`src/rtl/video_mixer_pipe.sv`:
```
`default_nettype none
// ============================================================================
// video_mixer_pipe : native-depth RGB + raw syncs -> 6-bit VGA, 2-cycle pipe
// Rev 1.0
// ============================================================================
module video_mixer_pipe #(
  parameter int IN_BITS = 3,
  parameter int HCNT_W  = 12,
  parameter int VCNT_W  = 11
) (
  input  logic               clk_sys,
  input  logic               reset,
  input  logic [IN_BITS-1:0] r_in,
  input  logic [IN_BITS-1:0] g_in,
  input  logic [IN_BITS-1:0] b_in,
  input  logic               hs_in,
  input  logic               vs_in,
  input  logic               blank,
  input  logic               mono,
  input  logic [1:0]         scanlines,
  input  logic               scan_phase,
  input  logic               csync,
  output logic [5:0]         VGA_R,
  output logic [5:0]         VGA_G,
  output logic [5:0]         VGA_B,
  output logic               VGA_HS,
  output logic               VGA_VS,
  output logic               hs_pol,
  output logic               vs_pol
);

  localparam logic [HCNT_W-1:0] c_hone = HCNT_W'(1);
  localparam logic [VCNT_W-1:0] c_vone = VCNT_W'(1);

  // MSB-first replication of an IN_BITS value into 6 bits
  function automatic logic [5:0] expand(input logic [IN_BITS-1:0] x);
    logic [5:0] e;
    for (int i = 0; i < 6; i++) e[5-i] = x[IN_BITS-1-(i%IN_BITS)];
    return e;
  endfunction

  function automatic logic [5:0] shade(input logic [5:0] x, input logic [1:0] m);
    case (m)
      2'b01:   shade = {1'b0, x[5:1]} + {2'b00, x[5:2]};
      2'b10:   shade = {1'b0, x[5:1]};
      2'b11:   shade = {2'b00, x[5:2]};
      default: shade = x;
    endcase
  endfunction

  logic [HCNT_W-1:0] r_hhi, r_hlo;
  logic [VCNT_W-1:0] r_vhi, r_vlo;
  logic              r_hs_d, r_vs_d, r_hsn_d, r_vsn_d, r_flag;
  logic [5:0]        r_s1_r, r_s1_g, r_s1_b;
  logic              r_s1_hs, r_s1_vs, r_s1_blank, r_s1_dark, r_s1_csync;
  logic [1:0]        r_s1_scan;

  logic       w_hs_n, w_vs_n, w_hs_rise, w_vs_rise, w_hsn_rise, w_vsn_rise;
  logic [5:0] w_r6, w_g6, w_b6, w_luma;
  logic [8:0] w_sum;

  assign w_hs_n     = hs_in ^ hs_pol;
  assign w_vs_n     = vs_in ^ vs_pol;
  assign w_hs_rise  = hs_in & ~r_hs_d;
  assign w_vs_rise  = vs_in & ~r_vs_d;
  assign w_hsn_rise = w_hs_n & ~r_hsn_d;
  assign w_vsn_rise = w_vs_n & ~r_vsn_d;

  assign w_r6   = expand(r_in);
  assign w_g6   = expand(g_in);
  assign w_b6   = expand(b_in);
  assign w_sum  = {2'b00, w_r6, 1'b0} + {3'b000, w_g6} * 9'd5 + {3'b000, w_b6};
  assign w_luma = w_sum[8:3];

  always_ff @(posedge clk_sys) begin
    if (reset) begin
      r_hhi <= '0; r_hlo <= '0; r_vhi <= '0; r_vlo <= '0;
      r_hs_d <= 1'b0; r_vs_d <= 1'b0; r_hsn_d <= 1'b0; r_vsn_d <= 1'b0;
      r_flag <= 1'b0; hs_pol <= 1'b0; vs_pol <= 1'b0;
      r_s1_r <= '0; r_s1_g <= '0; r_s1_b <= '0;
      r_s1_hs <= 1'b0; r_s1_vs <= 1'b0; r_s1_blank <= 1'b0;
      r_s1_dark <= 1'b0; r_s1_csync <= 1'b0; r_s1_scan <= 2'b00;
      VGA_R <= '0; VGA_G <= '0; VGA_B <= '0;
      VGA_HS <= 1'b1; VGA_VS <= 1'b1;
    end else begin
      r_hs_d  <= hs_in;
      r_vs_d  <= vs_in;
      r_hsn_d <= w_hs_n;
      r_vsn_d <= w_vs_n;

      // Longer phase of the line is the inactive level; ties keep old polarity
      if (w_hs_rise) begin
        if (r_hhi > r_hlo)      hs_pol <= 1'b1;
        else if (r_hlo > r_hhi) hs_pol <= 1'b0;
        r_hhi <= '0;
        r_hlo <= '0;
      end else if (hs_in) begin
        if (r_hhi != '1) r_hhi <= r_hhi + c_hone;
      end else begin
        if (r_hlo != '1) r_hlo <= r_hlo + c_hone;
      end

      if (w_vs_rise) begin
        if (r_vhi > r_vlo)      vs_pol <= 1'b1;
        else if (r_vlo > r_vhi) vs_pol <= 1'b0;
        r_vhi <= '0;
        r_vlo <= '0;
      end else if (w_hsn_rise) begin
        if (vs_in) begin
          if (r_vhi != '1) r_vhi <= r_vhi + c_vone;
        end else begin
          if (r_vlo != '1) r_vlo <= r_vlo + c_vone;
        end
      end

      if (w_vsn_rise)      r_flag <= 1'b0;
      else if (w_hsn_rise) r_flag <= ~r_flag;

      r_s1_r     <= mono ? w_luma : w_r6;
      r_s1_g     <= mono ? w_luma : w_g6;
      r_s1_b     <= mono ? w_luma : w_b6;
      r_s1_hs    <= w_hs_n;
      r_s1_vs    <= w_vs_n;
      r_s1_blank <= blank;
      r_s1_dark  <= r_flag ^ scan_phase;
      r_s1_scan  <= scanlines;
      r_s1_csync <= csync;

      VGA_R  <= r_s1_blank ? 6'd0 : (r_s1_dark ? shade(r_s1_r, r_s1_scan) : r_s1_r);
      VGA_G  <= r_s1_blank ? 6'd0 : (r_s1_dark ? shade(r_s1_g, r_s1_scan) : r_s1_g);
      VGA_B  <= r_s1_blank ? 6'd0 : (r_s1_dark ? shade(r_s1_b, r_s1_scan) : r_s1_b);
      VGA_HS <= r_s1_csync ? ~(r_s1_hs ^ r_s1_vs) : ~r_s1_hs;
      VGA_VS <= r_s1_csync ? 1'b1 : ~r_s1_vs;
    end
  end

endmodule
`default_nettype wire

```
`config.mk`:
```
export PLATFORM = sky130hd
export DESIGN_NAME = video_mixer_pipe
export DESIGN_NICKNAME = d
export VERILOG_FILES = /design/src/rtl/video_mixer_pipe.sv
export SDC_FILE = /design/constraint.sdc
export NUM_CORES = 1
export LEC_CHECK = 0
export CAP_MARGIN = 20
export CORE_ASPECT_RATIO = 1.1
export CORE_MARGIN = 3
export CORE_UTILIZATION = 50
export DETAILED_ROUTE_END_ITERATION = 6
export GPL_ROUTABILITY_DRIVEN = 0
export PLACE_DENSITY = 0.79
export RECOVER_POWER = 25
export REMOVE_ABC_BUFFERS = 1
export SLEW_MARGIN = 20
export SYNTH_ARGS = -nofsm -noshare
export SYNTH_HDL_FRONTEND = slang
export SYNTH_SLANG_ARGS = --single-unit
```
`constraint.sdc`:
```
create_clock -name clk_sys -period 4.21 [get_ports clk_sys]
set_input_delay 0.842 -clock clk_sys [delete_from_list [all_inputs] [get_ports clk_sys]]
set_output_delay 0.842 -clock clk_sys [all_outputs]
set_load 0.05 [all_outputs]
```
Word-level counts from Yosys, hierarchy flattened
Cells that the tools add are included.
{ "classes": {"mul": 1, "add_sub_neg": 9, "bitwise_logic": 16, "eq_ne": 7, "n_mux": 14, "reduce_logical": 13, "magnitude_cmp": 4} }
{ "op_table": {"columns": ["cell", "count"], "rows": [
  ["$pmux 6 s3", 3],
  ["$mux 6", 6],
  ["$add 12x1->12 const B", 2],
  ["$gt 12x12->1", 2],
  ["$ne 12x12->1 const B", 2],
  ["$add 11x1->11 const B", 2],
  ["$gt 11x11->1", 2],
  ["$ne 11x11->1 const B", 2],
  ["$add 5x4->6", 3],
  ["$reduce_or 2->1", 5],
  ["$add 7x9->9", 1],
  ["$add 9x6->9", 1],
  ["$mul 6x3->9 const B", 1],
  ["$not 1->1", 8],
  ["$reduce_and 2->1", 4],
  ["$reduce_and 3->1", 2],
  ["$mux 1", 5],
  ["$and 1x1->1", 4],
  ["$eq 2x2->1 const B", 2],
  ["$reduce_bool 2->1", 2],
  ["$xor 1x1->1", 4],
  ["$eq 2x1->1 const B", 1]
]} }
{ "word_totals": {"wordCells": 87, "inputBits": 19, "register_bits": 96} }

Logic depth before layout (Yosys ltp)
{ "depth": {"depth_word": 4, "depth_mapped": 11, "mapped_depth_nobuf": 11} }

Worst setup path before layout
OpenSTA, ideal clock, no wires.
{ "synth_timing": {"path_kind": "input -> register", "start": "input port g_in[1]", "end": "register r_s1_g[2]", "path_slack_ns": 0.805, "setup_ns": 0.070, "arrival_time_ns": 3.335, "path_buffers": 0, "cell_stages": 10, "path_cell_list": "ha_1 > fa_1 > inv_1 > fa_1 > inv_1 > ha_1 > a21oi_1 > o31a_1 > mux2_2 > a21oi_1"} }
{ "synth_between": {"elab_chain_cells": 4} }
{ "synth_lines": {"columns": ["element", "line_no", "text"], "rows": [
  ["start, declared", "14", "input logic [IN_BITS-1:0] g_in,"],
  ["$mul 6x3->9", "72", "assign w_sum = {2'b00, w_r6, 1'b0} + {3'b000, w_g6} * 9'd5 + {3'b000, w_b6};"],
  ["$add 7x9->9", "72", null],
  ["$add 9x6->9", "72", null],
  ["$mux 6", "120", "r_s1_g <= mono ? w_luma : w_g6;"],
  ["end signal, assigned", "120", null],
  ["end, declared", "54", "logic [5:0] r_s1_r, r_s1_g, r_s1_b;"]
]} }
Every way passes these cells.
A chain may end at the register's enable or synchronous reset.

Worst setup path in the final report
{ "layout_timing": {"start": "input port g_in[1]", "end": "register r_s1_b[2]"} }
{ "layout_between": {"elab_chain_cells": 4} }
{ "layout_lines": {"columns": ["element", "line_no", "text"], "rows": [
  ["$mul 6x3->9", "72", null],
  ["$add 7x9->9", "72", null],
  ["$add 9x6->9", "72", null],
  ["$mux 6", "121", "r_s1_b <= mono ? w_luma : w_b6;"],
  ["end signal, assigned", "121", null],
  ["end, declared", "54", null]
]} }
Every way passes these cells.

==> out/qor.txt <==
Final setup TNS: 0 ps
Worst vdd ir: 0.000202 V
Critical Path RT: 4470 ps
Setup bufs post-CTS: 0
Distinct cells, synth: 70
Chip Height: 120 um
Worst skew pair latency: 350 ps
Crit Path Class: in -> reg
Gate Count Post-Synth: 693
Post-synth EDFFs: 0
Critical Path Source Type: input pin
First drt pass iteration count: 5
First-pass GRT wire length: 23,500 um
RSZ-0062 raised after global routing: false
Layout overhead on the synthesized area: 13.5%
I/O Pins: 41
Nets: 808
Pre-CTS setup slack: 34.7 ps
Final Hold Fails: 0
Clk slew on worst S/H paths: 70 ps
Total congestion overflow: 0
Max Cap Viol: 0
Post-layout util: 58.3%
Slew HR: 11.0%
Die W: 110 um
Met1 GRT Util: 27.1%
Ranking of synthesized cells by area: dfxtp_1, ha_1, a21oi_1
Final setup vio count: 0
Busiest grt layer: met2
Part of the power in combinational logic: 25.6%
Clock Tree Root: clkbuf_16
Vias: 5,220
Layout Skew: 8.89 ps
GRT Total Usage: 21.7%
Detailed placement HPWL: 10,300 um
Via density: 5.96
Die outline area: 13,200 um^2
Synth top area share: 32.4%
Initial antenna violation count: 0
Leading area contributor after synthesis: dfxtp_1
Met3 Usage GRT: 4.11%
Status: complete, no violations
Register area share after synthesis: 32.4%
Most used DFF post-synth: dfxtp_1
Fin crit share: 92.9%
Clk sinks: 96
Vias in the first global route: 5,112
Placed cell count: 860
Core footprint: 11,500 um^2
Largest net degree at the start of global routing: 35
Inserted Clock Buffers: 9
WP data arrival: 4170 ps
Starting Density: 51.4%
Post-route ant nets: 0
CTS tree: built
Share of layout cells above drive strength 1: 4.96%
Avg Cell Area, Syn: 8.56 um^2
Worst-margin pin slew: 1340 ps
Max Slew Vio Count: 0
Worst Path Max Fanout: 5
Reg power frac: 41.2%
Fillers: 997
Clock Power Share: 33.3%
Std-Cell Rows: 41
Synth Warn #: 0
Cell Int Power: 1740 uW
Post-cts sizing count: 0
Mapped cell area: 5930 um^2
F_max: 256 MHz
Wire length per cell: 15.6 um
M2 GR Usage: 37.3%
Initial drt markers: 255
Power Density: 381 nW/um^2
Antenna Cells: 0
Drt drc: 0
Yosys reg bits: 96
Fin cells: 876
Buffers on Ports: 40
Final WL: 13,700 um
Async S/R FF share, synth: 0%
Fin crit period: 3910 ps
CTS Buffer Depth: 2
Final worst slack: 301 ps
Leakage: 0.00266 uW
Crit end category: flip-flop
Sw Pwr: 826 uW
Hold Crit Class: reg -> reg
Htree depth: 3
Post-CTS Hold Buffers: 0
Net Sw Frac: 32.2%
==> path summary, 6_finish.rpt <==
check,startpoint,to,slack (ps),cells past startpoint
worst max-delay path,g_in[1],r_s1_b[2],300,11
worst min-delay path,r_s1_vs,VGA_VS,450,1
worst max register to register,r_s1_scan[1],VGA_B[4],2080,4
worst min register to register,r_s1_vs,VGA_VS,450,1
==> through the flow <==
| stage | cell area (um^2) | power [uW] | hold WS (ps) |
|---|---|---|---|
| after global routing | 6730 | 2700 | 477 |
| after detailed placement | 6430 | 1720 | 430 |
| after global placement | 6430 | 1680 | 420 |
| after CTS | 6740 | 2560 | 446 |
| final | 6730 | 2560 | 446 |
| after floorplan | 5810 | 1520 | 372 |
==> kinds of logic (layout without fill, tap and decap cells) <==
family | Yosys count | after routing | share of synthesized area (%)
AND/OR/NAND/NOR | 223 | 223 | 20.4
AO/OA/AOI/OAI | 183 | 183 | 19.6
flip-flops | 96 | 96 | 32.4
buffers and inverters | 84 | 117 | 5.65
adder cells (fa/ha/maj) | 68 | 68 | 15.6
XOR/XNOR | 23 | 23 | 3.52
multiplexers | 16 | 16 | 2.72
==> per-layer routing <==
layer | vias up | part of all wire (%) | wire (um)
met5 | - | 0 | 0
met4 | 0 | 2.0 | 272
met3 | 28 | 4.7 | 638
met2 | 162 | 51 | 6940
met1 | 2472 | 43 | 5850
li1 | 2558 | - | -
==> registers in the layout, indices dropped and copies added (netlist names), 2 cells and up <==
register	cells
r_vlo	11
VGA_R	6
VGA_B	6
r_s1_b	6
r_hhi	12
r_s1_r	6
r_vhi	11
r_s1_scan	2
r_s1_g	6
r_hlo	12
VGA_G	6
==> critical path: stages <==
cell and delay (ps):
clkdlybuf4s50_1 520, ha_1 370, fa_1 510, inv_1 50
fa_1 500, inv_1 40, ha_1 360, a21oi_1 240
o31a_1 210, mux2_2 370, a21oi_1 150
==> power groups by stage <==
| stage | registers (uW) | logic [uW] | clock network (uW) |
|---|---|---|---|
| 2_1_floorplan | 1120 | 394 | 0 |
| 3_3_place_gp | 1070 | 614 | 0 |
| 3_5_place_dp | 1070 | 642 | 0 |
| 4_1_cts | 1050 | 651 | 857 |
| 5_1_grt | 1060 | 731 | 903 |
| 6_report | 1050 | 655 | 852 |
==> synthesized netlist by cell type, types with 4 or more instances <==
| cell type | n |
|---|---|
| nor4_1 | 5 |
| and3_1 | 6 |
| clkbuf_1 | 11 |
| nor3_1 | 11 |
| nand3_1 | 24 |
| a21oi_1 | 65 |
| o22ai_1 | 7 |
| or4_1 | 5 |
| o211ai_1 | 12 |
| nand3b_1 | 5 |
| fa_1 | 10 |
| dfxtp_1 | 96 |
| xnor2_1 | 18 |
| or3_1 | 12 |
| o21a_1 | 8 |
| o21ai_0 | 36 |
| xor2_1 | 4 |
| nor2_1 | 39 |
| buf_2 | 9 |
| a21o_1 | 9 |
| nand2_1 | 47 |
| and2_1 | 5 |
| and4_1 | 8 |
| ha_1 | 58 |
| inv_1 | 56 |
| nand4_1 | 17 |
| nand2b_1 | 14 |
| nor2b_1 | 9 |
| o31ai_1 | 10 |
| buf_1 | 5 |
| mux2i_1 | 15 |
==> area by class of cell <==
cell class                 instances  area, um^2  area share [%]
timing repair buffer              44         423            6.28
clock inverter                     6        72.6            1.08
tap                              150         188            2.79
multi-input combinational        513        3670            54.6
clock buffer                      10         239            3.55
sequential                        96        1920            28.6
inverter                          57         214            3.18
==> cell usage in the layout, fill, tap and decap left out, types with 4 or more instances in the layout <==
| cell type | n |
|---|---|
| or4_1 | 5 |
| xor2_1 | 4 |
| and3_1 | 6 |
| nand2b_1 | 14 |
| nand2_1 | 47 |
| nor4_1 | 5 |
| a21oi_1 | 65 |
| fa_1 | 10 |
| and4_1 | 8 |
| mux2i_1 | 15 |
| dfxtp_1 | 96 |
| o211ai_1 | 12 |
| nor2_1 | 39 |
| clkdlybuf4s50_1 | 39 |
| inv_1 | 56 |
| a21o_1 | 9 |
| o21ai_0 | 36 |
| nor2b_1 | 9 |
| ha_1 | 58 |
| xnor2_1 | 18 |
| or3_1 | 12 |
| inv_6 | 4 |
| nand3_1 | 24 |
| o31ai_1 | 10 |
| nand4_1 | 17 |
| o22ai_1 | 7 |
| nor3_1 | 11 |
| clkbuf_16 | 9 |
| o21a_1 | 8 |
| and2_1 | 5 |
| nand3b_1 | 5 |
(Power assumes the default switching activity.)
